### src/rtl/bus_arb_pkg.sv
// Shared types and constants for the two-core round-robin bus arbiter.
// Holds the FSM state encoding, the owner encoding and the default hold limit.
package bus_arb_pkg;

  typedef enum logic [1:0] {
    IDLE = 2'd0,
    OWN1 = 2'd1,
    OWN2 = 2'd2
  } arb_state_e;

  localparam logic OWNER_CORE1 = 1'b0;
  localparam logic OWNER_CORE2 = 1'b1;

  localparam int MAX_HOLD_DEFAULT = 16;
  localparam int HOLD_W           = 8;

  function automatic arb_state_e own_state(input logic who);
    return (who == OWNER_CORE1) ? OWN1 : OWN2;
  endfunction

endpackage

### src/rtl/arb_hold_timer.sv
// Saturating count of contended ownership cycles; cleared when a core takes the bus.
// expired is combinational and marks the edge on which the count reaches MAX_HOLD.
module arb_hold_timer
  import bus_arb_pkg::*;
#(
  parameter int MAX_HOLD = MAX_HOLD_DEFAULT
) (
  input  logic clk,
  input  logic reset,
  input  logic clr,
  input  logic cnt_en,
  output logic expired
);

  localparam logic [HOLD_W-1:0] HOLD_MAX  = HOLD_W'(MAX_HOLD);
  localparam logic [HOLD_W-1:0] HOLD_LAST = HOLD_W'(MAX_HOLD - 1);

  logic [HOLD_W-1:0] count_q, count_d;

  always_ff @(posedge clk or negedge reset) begin
    if (!reset) begin
      count_q <= '0;
    end else begin
      count_q <= count_d;
    end
  end

  always_comb begin
    count_d = count_q;
    if (clr) begin
      count_d = '0;
    end else if (cnt_en && (count_q != HOLD_MAX)) begin
      count_d = count_q + HOLD_W'(1);
    end
  end

  // Firing one count early lets the owner keep exactly MAX_HOLD contended cycles.
  assign expired = cnt_en && !clr && (count_q >= HOLD_LAST);

endmodule

### src/rtl/bus_arbiter_rr.sv
// Two-core bus arbiter: flush priority, then round-robin; forced release under ARB_TIMEOUT_EN.
// Request-to-grant 1 cycle; grants are registered and every handover inserts one idle cycle.
module bus_arbiter_rr
  import bus_arb_pkg::*;
#(
  parameter int MAX_HOLD = MAX_HOLD_DEFAULT
) (
  input  logic clk,
  input  logic reset,
  input  logic req_core1,
  input  logic req_core2,
  input  logic flush_in1,
  input  logic flush_in2,
  output logic grant_core1,
  output logic grant_core2,
  output logic bus_busy,
  output logic owner,
  output logic timeout_pulse
);

  arb_state_e state_q, state_d;
  logic       last_owner_q, last_owner_d;
  logic       owner_q, owner_d;
  logic       own_entry;
  logic       pick_vld;
  logic       pick;

  if ((MAX_HOLD < 2) || (MAX_HOLD > 255)) begin : g_max_hold_check
    $error("bus_arbiter_rr: MAX_HOLD must be within 2..255");
  end

`ifdef ARB_TIMEOUT_EN
  logic contended;
  logic hold_expired;
  logic timeout_q, timeout_d;

  assign contended = ((state_q == OWN1) && req_core2) || ((state_q == OWN2) && req_core1);

  arb_hold_timer #(
    .MAX_HOLD (MAX_HOLD)
  ) u_hold_timer (
    .clk     (clk),
    .reset   (reset),
    .clr     (own_entry),
    .cnt_en  (contended),
    .expired (hold_expired)
  );

  always_ff @(posedge clk or negedge reset) begin
    if (!reset) begin
      timeout_q <= 1'b0;
    end else begin
      timeout_q <= timeout_d;
    end
  end

  assign timeout_pulse = timeout_q;
`else
  assign timeout_pulse = 1'b0;
`endif

  // Winner selection used only from IDLE.
  always_comb begin
    pick_vld = req_core1 | req_core2;
    pick     = ~last_owner_q;
    if (req_core1 && !req_core2) begin
      pick = OWNER_CORE1;
    end else if (req_core2 && !req_core1) begin
      pick = OWNER_CORE2;
    end else if (flush_in1 != flush_in2) begin
      pick = flush_in1 ? OWNER_CORE1 : OWNER_CORE2;
    end
`ifdef ARB_TIMEOUT_EN
    // A displaced owner cannot win straight back, even with flush raised.
    if (timeout_q && ((last_owner_q == OWNER_CORE1) ? req_core2 : req_core1)) begin
      pick = ~last_owner_q;
    end
`endif
  end

  always_ff @(posedge clk or negedge reset) begin
    if (!reset) begin
      state_q      <= IDLE;
      last_owner_q <= OWNER_CORE2;
      owner_q      <= OWNER_CORE1;
    end else begin
      state_q      <= state_d;
      last_owner_q <= last_owner_d;
      owner_q      <= owner_d;
    end
  end

  always_comb begin
    state_d = state_q;
`ifdef ARB_TIMEOUT_EN
    timeout_d = 1'b0;
`endif
    case (state_q)
      IDLE: begin
        if (pick_vld) begin
          state_d = own_state(pick);
        end
      end
      OWN1: begin
        if (!req_core1) begin
          state_d = IDLE;
        end
`ifdef ARB_TIMEOUT_EN
        else if (hold_expired && !flush_in1) begin
          state_d   = IDLE;
          timeout_d = 1'b1;
        end
`endif
      end
      OWN2: begin
        if (!req_core2) begin
          state_d = IDLE;
        end
`ifdef ARB_TIMEOUT_EN
        else if (hold_expired && !flush_in2) begin
          state_d   = IDLE;
          timeout_d = 1'b1;
        end
`endif
      end
      default: state_d = IDLE;
    endcase
  end

  assign own_entry = (state_q == IDLE) && (state_d != IDLE);

  always_comb begin
    last_owner_d = last_owner_q;
    owner_d      = owner_q;
    if (own_entry) begin
      last_owner_d = (state_d == OWN2) ? OWNER_CORE2 : OWNER_CORE1;
      owner_d      = last_owner_d;
    end
  end

  always_comb begin
    grant_core1 = (state_q == OWN1);
    grant_core2 = (state_q == OWN2);
    bus_busy    = (state_q != IDLE);
    owner       = owner_q;
  end

endmodule

### config.mk
export PLATFORM = sky130hd
export DESIGN_NAME = bus_arbiter_rr
export DESIGN_NICKNAME = d
export VERILOG_FILES = /design/src/rtl/bus_arb_pkg.sv /design/src/rtl/arb_hold_timer.sv /design/src/rtl/bus_arbiter_rr.sv
export SDC_FILE = /design/constraint.sdc
export NUM_CORES = 1
export LEC_CHECK = 0
export CAP_MARGIN = 20
export CORE_AREA = 2 2 39 41
export DETAILED_ROUTE_END_ITERATION = 8
export DIE_AREA = 0 0 41 43
export PLACE_DENSITY = 0.48
export SLEW_MARGIN = 10
export SYNTH_ARGS = -nofsm -noshare
export SYNTH_HDL_FRONTEND = slang
export SYNTH_HIERARCHICAL = 1
export SYNTH_SLANG_ARGS = --single-unit
export TNS_END_PERCENT = 30
### constraint.sdc
create_clock -name clk -period 3.15 [get_ports clk]
set_input_delay 0.945 -clock clk [delete_from_list [all_inputs] [get_ports clk]]
set_output_delay 0.945 -clock clk [all_outputs]
set_load 0.02 [all_outputs]
==> summary.txt, run 1 <==
GRT
  • Grt total ovfl: 0
  • First-pass GRT wire length: 828 microns
  • Tot GR Track Use: 7.16%
  • Pin count of the biggest net entering global routing: 8
  • Initial antenna violation count: 0
  • Vias in the first global route: 220

Critical path
  • Arr. time, crit path: 1470 ps
  • Worst EP required: ~2200 ps
  • Maximum fanout along the worst path: 6
  • CP Capture Type: output pin
  • CP Launch Type: register
  • R2R setup slack: 1930 ps
  • Crit Path Class: register to output pin

Placed design
  • Final Wtd Congestion: 0.712
  • Post-DP HPWL: 417 microns
  • Port Buf Inserts: 9
  • Worst slack at placement: between 800 and 900 ps

Die
  • Die Y: 43 microns
  • Starting Density: 18.4%
  • Die width: 41 microns
  • Total die area: 1760 sq um
  • # rows: 14
  • # IOs: 11
  • Core area: 1380 sq um

Power
  • Total chip power: about 0.22 mW
  • Comb pwr share: between 30% and 40%
  • Switching share of power: about 31%
  • Cell area power density: 585 nW/um^2
  • P_leak: around 0.16 nW
  • Reg power frac: 35.0%
  • Net Switching: 0.0698 mW
  • Int Power: 0.154 mW
  • Peak VDD IR: about 0.17 mV
  • Clock share of power: between 30% and 40%

Synthesis
  • Sequential share of the synthesized area: 39.9%
  • Leading area contributor after synthesis: dfrtp_1
  • Largest cells by area after synthesis: dfrtp_1, dfstp_2, a211oi_2
  • Synth unique cells: 21
  • Synth top area share: between 20% and 30%
  • Mapped cell area: 254 sq um
  • Synth Flop Type: dfrtp_1
  • Post-Syn Instances: 26
  • Top cells by count, synth: dfrtp_1, inv_1, nor2_1
  • Synthesized Nets: 32
  • Flops & latches, synth: 4
  • Mapped Avg Cell Area: 9.77 sq um
  • Number of synthesized flops with an enable pin: 0
  • Warnings from Yosys: 6
  • Share of synthesized registers carrying an async set or reset: 100%

STA
  • Fin crit share: 76.5%
  • Setup Viol. Count Final: 0
  • Slew Viols, Final: 0
  • Hold Fails Final Rpt: 0
  • Setup ws final: 739 ps
  • Final min period: roughly 2400 ps
  • Setup TNS: 0 ps
  • Final Skew: 4.26 ps
  • Unrepaired setup endpoints after global routing: no
  • Max frequency: 0.415 GHz

Min path
  • Hold WC Path Type: register to register

Route
  • DRT iter0 DRCs: 0
  • Wire length per cell: 9.54 microns
  • DRT Pass-1 Iters: 1
  • Routed wire length: 515 microns
  • Drt drc: 0
  • ANT nets after route: 0
  • Vias per cell: roughly 4.2
  • Vias: 227

Clock network
  • Clock sink total: 4
  • TritonCTS Buffers: 3
  • Post-CTS resize count: 0
  • H-Tree Level Count: 1
  • Clk_lat worst skew: 230 ps
  • Postcts setup bufs: 0
  • CTS tree: built
  • CTS max path bufs: 2
  • Clock Tree Root: clkbuf_4
  • Clk pin slew, worst setup/hold paths: 40 ps
  • Hold_buf cts: 0

Job
  • Max Cap Violations: 0

Layout
  • NumNets Final: 45
  • FF+latch area: 101 sq um
  • Layout area overhead: 50.7%
  • Share of layout cells above drive strength 1: 18.4%
  • N_diodes: 0
  • Area of the multi-input gates: 134 sq um
  • Fill count: 143

Outcome
  • Status: finished clean
==> power groups by stage <==
| stage | Sequential (mW) | Clock [mW] | Combinational (mW) |
|---|---|---|---|
| floorplan | 0.0812 | 0 | 0.0421 |
| finish | 0.0785 | 0.0689 | 0.0767 |
| global placement | 0.0786 | 0 | 0.0768 |
| CTS | 0.0785 | 0.0736 | 0.0776 |
| global route | 0.0812 | 0.0768 | 0.0832 |
| detailed placement | 0.0791 | 0 | 0.0772 |
==> final timing paths <==
check | from | to | depth (start not counted)
setup / recovery | state_q[1]$_DFF_PN0_ | grant_core2 | 3
hold / removal | owner$_DFFE_PN0P_ | owner$_DFFE_PN0P_ | 2
setup reg to reg | state_q[1]$_DFF_PN0_ | owner$_DFFE_PN0P_ | 3
hold reg to reg | owner$_DFFE_PN0P_ | owner$_DFFE_PN0P_ | 2
max in group asynchronous | reset | last_owner_q$_DFFE_PN1P_ | 1
min in group asynchronous | reset | state_q[0]$_DFF_PN0_ | 1
==> layer usage <==
| layer | vias up | track usage (%) | routed length, microns |
|---|---|---|---|
| met2 | 8 | 8.44 | 212 |
| met3 | 0 | 1.57 | 37 |
| met4 | 0 | 6.00 | 0 |
| met5 | - | 0 | 0 |
| li1 | 116 | - | - |
| met1 | 103 | 10.4 | 265 |
==> stage by stage <==
step           hold slack, ps  cells  instance area [sq um]  utilization [%]
2_1_floorplan             537     26                    254                -
3_3_place_gp              484     50                    357             25.8
3_5_place_dp              512     50                    357             25.8
4_1_cts                   525     54                    383             27.7
5_1_grt                   554     54                    383             27.7
6_report                  519     54                    383             27.7
==> kinds of logic (layout without fill, tap and decap cells) <==
family	after synthesis	after routing	synth area share, %
and+or+nand+nor	9	9	24.6
AOI/OAI and AO/OA	7	7	22.7
DFF	4	4	39.9
buffers and inverters	4	16	7.39
adders and majority gates	1	1	3.94
other	1	1	1.48
==> placed cells by master (no fill, tap or decap), types with 2 or more instances in the layout <==
cell type and count:
clkbuf_4 3, nor2_1 2, clkdlybuf4s50_1 9, inv_1 3
dfrtp_1 3
==> final cells by class <==
cell class	count	share of cell area [%]
inverter	3	2.94
timing repair buffer	9	23.5
clock buffer	4	6.86
multi-input combinational	18	35.0
tap	16	5.23
sequential	4	26.5
==> flip-flops by register name (all words and copies together), names as in the netlist <==
| register | cells |
|---|---|
| last_owner_q | 1 |
| owner | 1 |
| state_q | 2 |
==> worst max-delay path, stage by stage (launching register included) <==
cell	delay (ps)
dfrtp_1	420
inv_1	100
nor2_1	110
clkdlybuf4s50_1	600
No activity file was read; power rests on OpenSTA's default activity.
==> run 2: changes to the inputs <==
--- a/config.mk
+++ b/config.mk
@@ -9,7 +9,7 @@
 export CORE_AREA = 2 2 39 41
 export DETAILED_ROUTE_END_ITERATION = 8
 export DIE_AREA = 0 0 41 43
-export PLACE_DENSITY = 0.48
+export PLACE_DENSITY = 0.49
 export SLEW_MARGIN = 10
 export SYNTH_ARGS = -nofsm -noshare
 export SYNTH_HDL_FRONTEND = slang
==> constraint.sdc (replaced) <==
create_clock -name clk -period 2.1 [get_ports clk]
set_input_delay 0.63 -clock clk [delete_from_list [all_inputs] [get_ports clk]]
set_output_delay 0.63 -clock clk [all_outputs]
set_load 0.02 [all_outputs]
==> summary.txt, run 2 (synthesized netlist as in run 1, its figures left out) <==
Outcome
  • Status: finished clean

Placed design
  • Post-DP HPWL: around 430 microns
  • Placed insts: between 50 and 60
  • Final Wtd Congestion: 0.756
  • Placement Cell Area: 364 sq um
  • Port Buf Inserts: 9

Layout
  • Largest register FFs: 2
  • N_diodes: 0
  • Fill count: 146
  • Design Area, Final: 390 sq um
  • Layout area overhead: 53.7%
  • Most frequent cells in the layout: clkdlybuf4s50_1, inv_1, clkbuf_4, dfrtp_1
  • Top reg by flops: state_q
  • FF+latch area: 101 sq um
  • Share of layout cells above drive strength 1: 20.5%
  • Area of the multi-input gates: 134 sq um
  • Finished Layout Cells: 55
  • NumNets Final: 46
  • Commonest non-fill, non-tap cell in the layout: clkdlybuf4s50_1

Critical path
  • CP Launch Type: register
  • Arr. time, crit path: 1200 ps
  • Reg2reg start: state_q[0]$_DFF_PN0_
  • CP startpoint: state_q[1]$_DFF_PN0_
  • Crit Path Class: register to output pin
  • CP Capture Type: output pin
  • Worst EP required: 1470 ps
  • Maximum fanout along the worst path: 6

Route
  • ANT nets after route: 0
  • Vias per cell: between 4 and 5
  • Wire length per cell: 10.5 microns
  • Routed wire length: slightly below 600 microns
  • DRT Pass-1 Iters: 2
  • DRT iter0 DRCs: 3
  • Drt drc: 0
  • Top Metal Used: met4
  • Wl on met1: 251 microns
  • Met2 Wirelength: 242 microns
  • Met3 Routed Length: 59 microns
  • Vias: 233

Die
  • # IOs: 11
  • Die Y: 43 microns
  • Die width: a little over 40 microns
  • # rows: 14
  • Core area: 1380 sq um
  • Total die area: 1760 sq um
  • Starting Density: between 10% and 20%

Clock network
  • Hold_buf cts: 0
  • Post-CTS resize count: 2
  • Clock Tree Root: clkbuf_4
  • CTS tree: built
  • TritonCTS Buffers: 3
  • H-Tree Level Count: 1
  • CTS max path bufs: 2
  • Clock sink total: 4
  • Clk pin slew, worst setup/hold paths: roughly 40 ps
  • Clk_lat worst skew: 240 ps
  • Postcts setup bufs: 0

Min path
  • Worst hold start: owner$_DFFE_PN0P_
  • Hold WC Path Type: register to register

GRT
  • Pin count of the biggest net entering global routing: 8
  • First-pass GRT wire length: 848 microns
  • Grt total ovfl: 0
  • Tot GR Track Use: 8.07%
  • Initial antenna violation count: 0
  • Vias in the first global route: approximately 210

Power
  • Total chip power: 0.337 mW
  • Cell area power density: 864 nW/um^2
  • P_leak: 0.185 nW
  • Peak VDD IR: 0.331 mV

STA
  • Max frequency: 0.547 GHz
  • Setup TNS: 0 ps
  • Setup Viol. Count Final: 0
  • Final Skew: 5.46 ps
  • Final min period: 1830 ps
  • Unrepaired setup endpoints after global routing: no
  • Slew Viols, Final: 0
  • Fin crit share: a little under 90%
  • Hold Fails Final Rpt: 0
  • Worst hold slack: 513 ps

Job
  • Max Cap Violations: 0
## run 2: changes by cell type in the layout (fill, tap and decap cells not counted), sizes merged
cell	previous run	this run
clkdlybuf4s50	9	6
dlygate4sd2	0	2
dlymetal6s2s	0	1
buf	0	1
## run 2: path summary, 6_finish.rpt
kind | cells after the start | slack (ps) | end
setup reg to reg | 3 | 890 | owner$_DFFE_PN0P_
min in group asynchronous | 1 | 580 | state_q[0]$_DFF_PN0_
hold / removal | 2 | 510 | owner$_DFFE_PN0P_
setup / recovery | 3 | 270 | grant_core2
hold reg to reg | 2 | 510 | owner$_DFFE_PN0P_
max in group asynchronous | 1 | 1280 | last_owner_q$_DFFE_PN1P_
## run 2: layer usage
metal,track usage (%),up-vias
met5,0,-
met4,10.0,0
met3,3.66,4
met2,9.69,11
met1,8.82,100
li1,-,118
## run 2: power breakdown
part	leakage, nW	internal [mW]	switching, mW	total (mW)
Clock	0.0150	0.0715	0.0339	0.105
Sequential	0.0472	0.0984	0.0202	0.119
Combinational	0.123	0.0588	0.0544	0.113
## run 2: final cells by class
class / count / area share (%)
flip-flops and latches: 4 / 26.0
repair buffers: 10 / 25.0
inverters: 3 / 2.88
multi-input cells: 18 / 34.3
well taps: 16 / 5.13
clock buffers: 4 / 6.73
## run 2: metrics by stage
stage | utilization (%) | setup slack (ps)
2_1_floorplan | - | 709
3_3_place_gp | 26.3 | 211
3_5_place_dp | 26.3 | 195
4_1_cts | 28.0 | 48.1
5_1_grt | 28.2 | 192
6_report | 28.2 | 272
## run 2: critical path, stage by stage, from the launching register on
cell	delay [ps]
dfrtp_1	420
inv_1	100
nor2_1	100
dlygate4sd2_1	340
==> run 3: changes to the inputs <==
--- a/config.mk
+++ b/config.mk
@@ -9,7 +9,8 @@
 export CORE_AREA = 2 2 39 41
 export DETAILED_ROUTE_END_ITERATION = 8
 export DIE_AREA = 0 0 41 43
-export PLACE_DENSITY = 0.49
+export DONT_BUFFER_PORTS = 1
+export PLACE_DENSITY = 0.38
 export SLEW_MARGIN = 10
 export SYNTH_ARGS = -nofsm -noshare
 export SYNTH_HDL_FRONTEND = slang
==> summary.txt, run 3 (synthesized netlist as in run 1, its figures left out) <==
Die
  • Die width: 41 microns
  • Die Y: 43 microns
  • # IOs: 11
  • Core area: 1380 sq um
  • # rows: 14
  • Total die area: 1760 sq um
  • Starting Density: 18.4%

Critical path
  • CP Launch Type: register
  • Maximum fanout along the worst path: 6
  • Worst EP required: 1470 ps
  • CP Capture Type: output pin
  • Reg2reg path depth: 3
  • Arr. time, crit path: roughly 1100 ps
  • R2R setup slack: between 800 and 900 ps
  • Crit Path Class: register to output pin

Layout
  • NumNets Final: 36
  • Layout area overhead: 15.3%
  • Top reg by flops: state_q
  • Largest register FFs: 2
  • Most frequent cells in the layout: inv_1, clkbuf_4, dfrtp_1
  • N_diodes: 0
  • Share of layout cells above drive strength 1: 24.1%
  • Finished Layout Cells: 45

Clock network
  • Clk_lat worst skew: about 230 ps
  • Clk pin slew, worst setup/hold paths: 40 ps
  • Hold_buf cts: 0
  • H-Tree Level Count: 1
  • Postcts setup bufs: 0
  • CTS tree: built
  • Post-CTS resize count: 0
  • Clock Tree Root: clkbuf_4
  • CTS max path bufs: 2
  • TritonCTS Buffers: 3
  • Clock sink total: 4

STA
  • Unrepaired setup endpoints after global routing: no
  • Setup ws final: 377 ps
  • Final min period: 1720 ps
  • Hold Fails Final Rpt: 0
  • Setup TNS: 0 ps
  • Slew Viols, Final: 0
  • Worst hold slack: around 90 ps
  • Fin crit share: approximately 82%
  • Max frequency: ~0.58 GHz
  • Setup Viol. Count Final: 0
  • Final Skew: 2.45 ps

Route
  • ANT nets after route: 0
  • Vias per cell: between 4 and 5
  • DRT Pass-1 Iters: 4
  • DRT iter0 DRCs: 1
  • Routed wire length: ~520 microns
  • Wire length per cell: around 12 microns
  • Vias: 193
  • Drt drc: 0

Placed design
  • Placed insts: 41
  • Post-DP HPWL: 420 microns
  • Final Wtd Congestion: about 0.60
  • Worst slack at placement: 624 ps
  • Port Buf Inserts: 0

GRT
  • Pin count of the biggest net entering global routing: 8
  • Initial antenna violation count: 0
  • Vias in the first global route: 210
  • Tot GR Track Use: 7.05%
  • Grt total ovfl: 0
  • First-pass GRT wire length: roughly 790 microns

Power
  • Cell area power density: a little over 1000 nW/um^2
  • P_leak: 0.130 nW
  • Peak VDD IR: 0.203 mV
  • Total chip power: 0.300 mW

Min path
  • Hold WC Path Type: input port to asynchronous set/reset pin

Outcome
  • Status: finished clean

Job
  • Max Cap Violations: 0
==> run 3: report_power, final <==
group | switching [mW] | internal, mW | total (mW)
combinational | 0.0384 | 0.0309 | 0.0693
sequential | 0.0281 | 0.0984 | 0.126
clock | 0.0331 | 0.0714 | 0.105
==> run 3: layout make-up <==
cell class                 count  area, sq um
multi-input combinational     18          134
sequential                     4          101
clock buffer                   4         26.3
inverter                       3         11.3
tap                           16         20.0
fill                         154         1090
==> run 3: layer usage <==
| layer | GRT usage [%] | wire length (microns) |
|---|---|---|
| met1 | 7.79 | 207 |
| met2 | 9.69 | 258 |
| met4 | 6.00 | 0 |
| met3 | 3.14 | 56 |
| met5 | 0 | 0 |
==> run 3: metrics by stage <==
stage                     util (%)  instance area, sq um
after floorplan                  -                   254
after global placement        19.3                   267
after global routing          21.2                   293
after CTS                     21.2                   293
after detailed placement      19.3                   267
final                         21.2                   293
==> run 3: worst paths after layout <==
kind                                               start                       end
worst max-delay path                state_q[1]$_DFF_PN0_               grant_core2
worst min-delay path                               reset      state_q[1]$_DFF_PN0_
worst max register to register      state_q[1]$_DFF_PN0_         owner$_DFFE_PN0P_
worst min register to register  last_owner_q$_DFFE_PN1P_  last_owner_q$_DFFE_PN1P_
max in group asynchronous                          reset  last_owner_q$_DFFE_PN1P_
min in group clk                               req_core1  last_owner_q$_DFFE_PN1P_
==> run 3: worst max-delay path, stage by stage, from the launching register on <==
cell     delay (ps)
dfrtp_1         430
inv_1           100
nor2_1          330
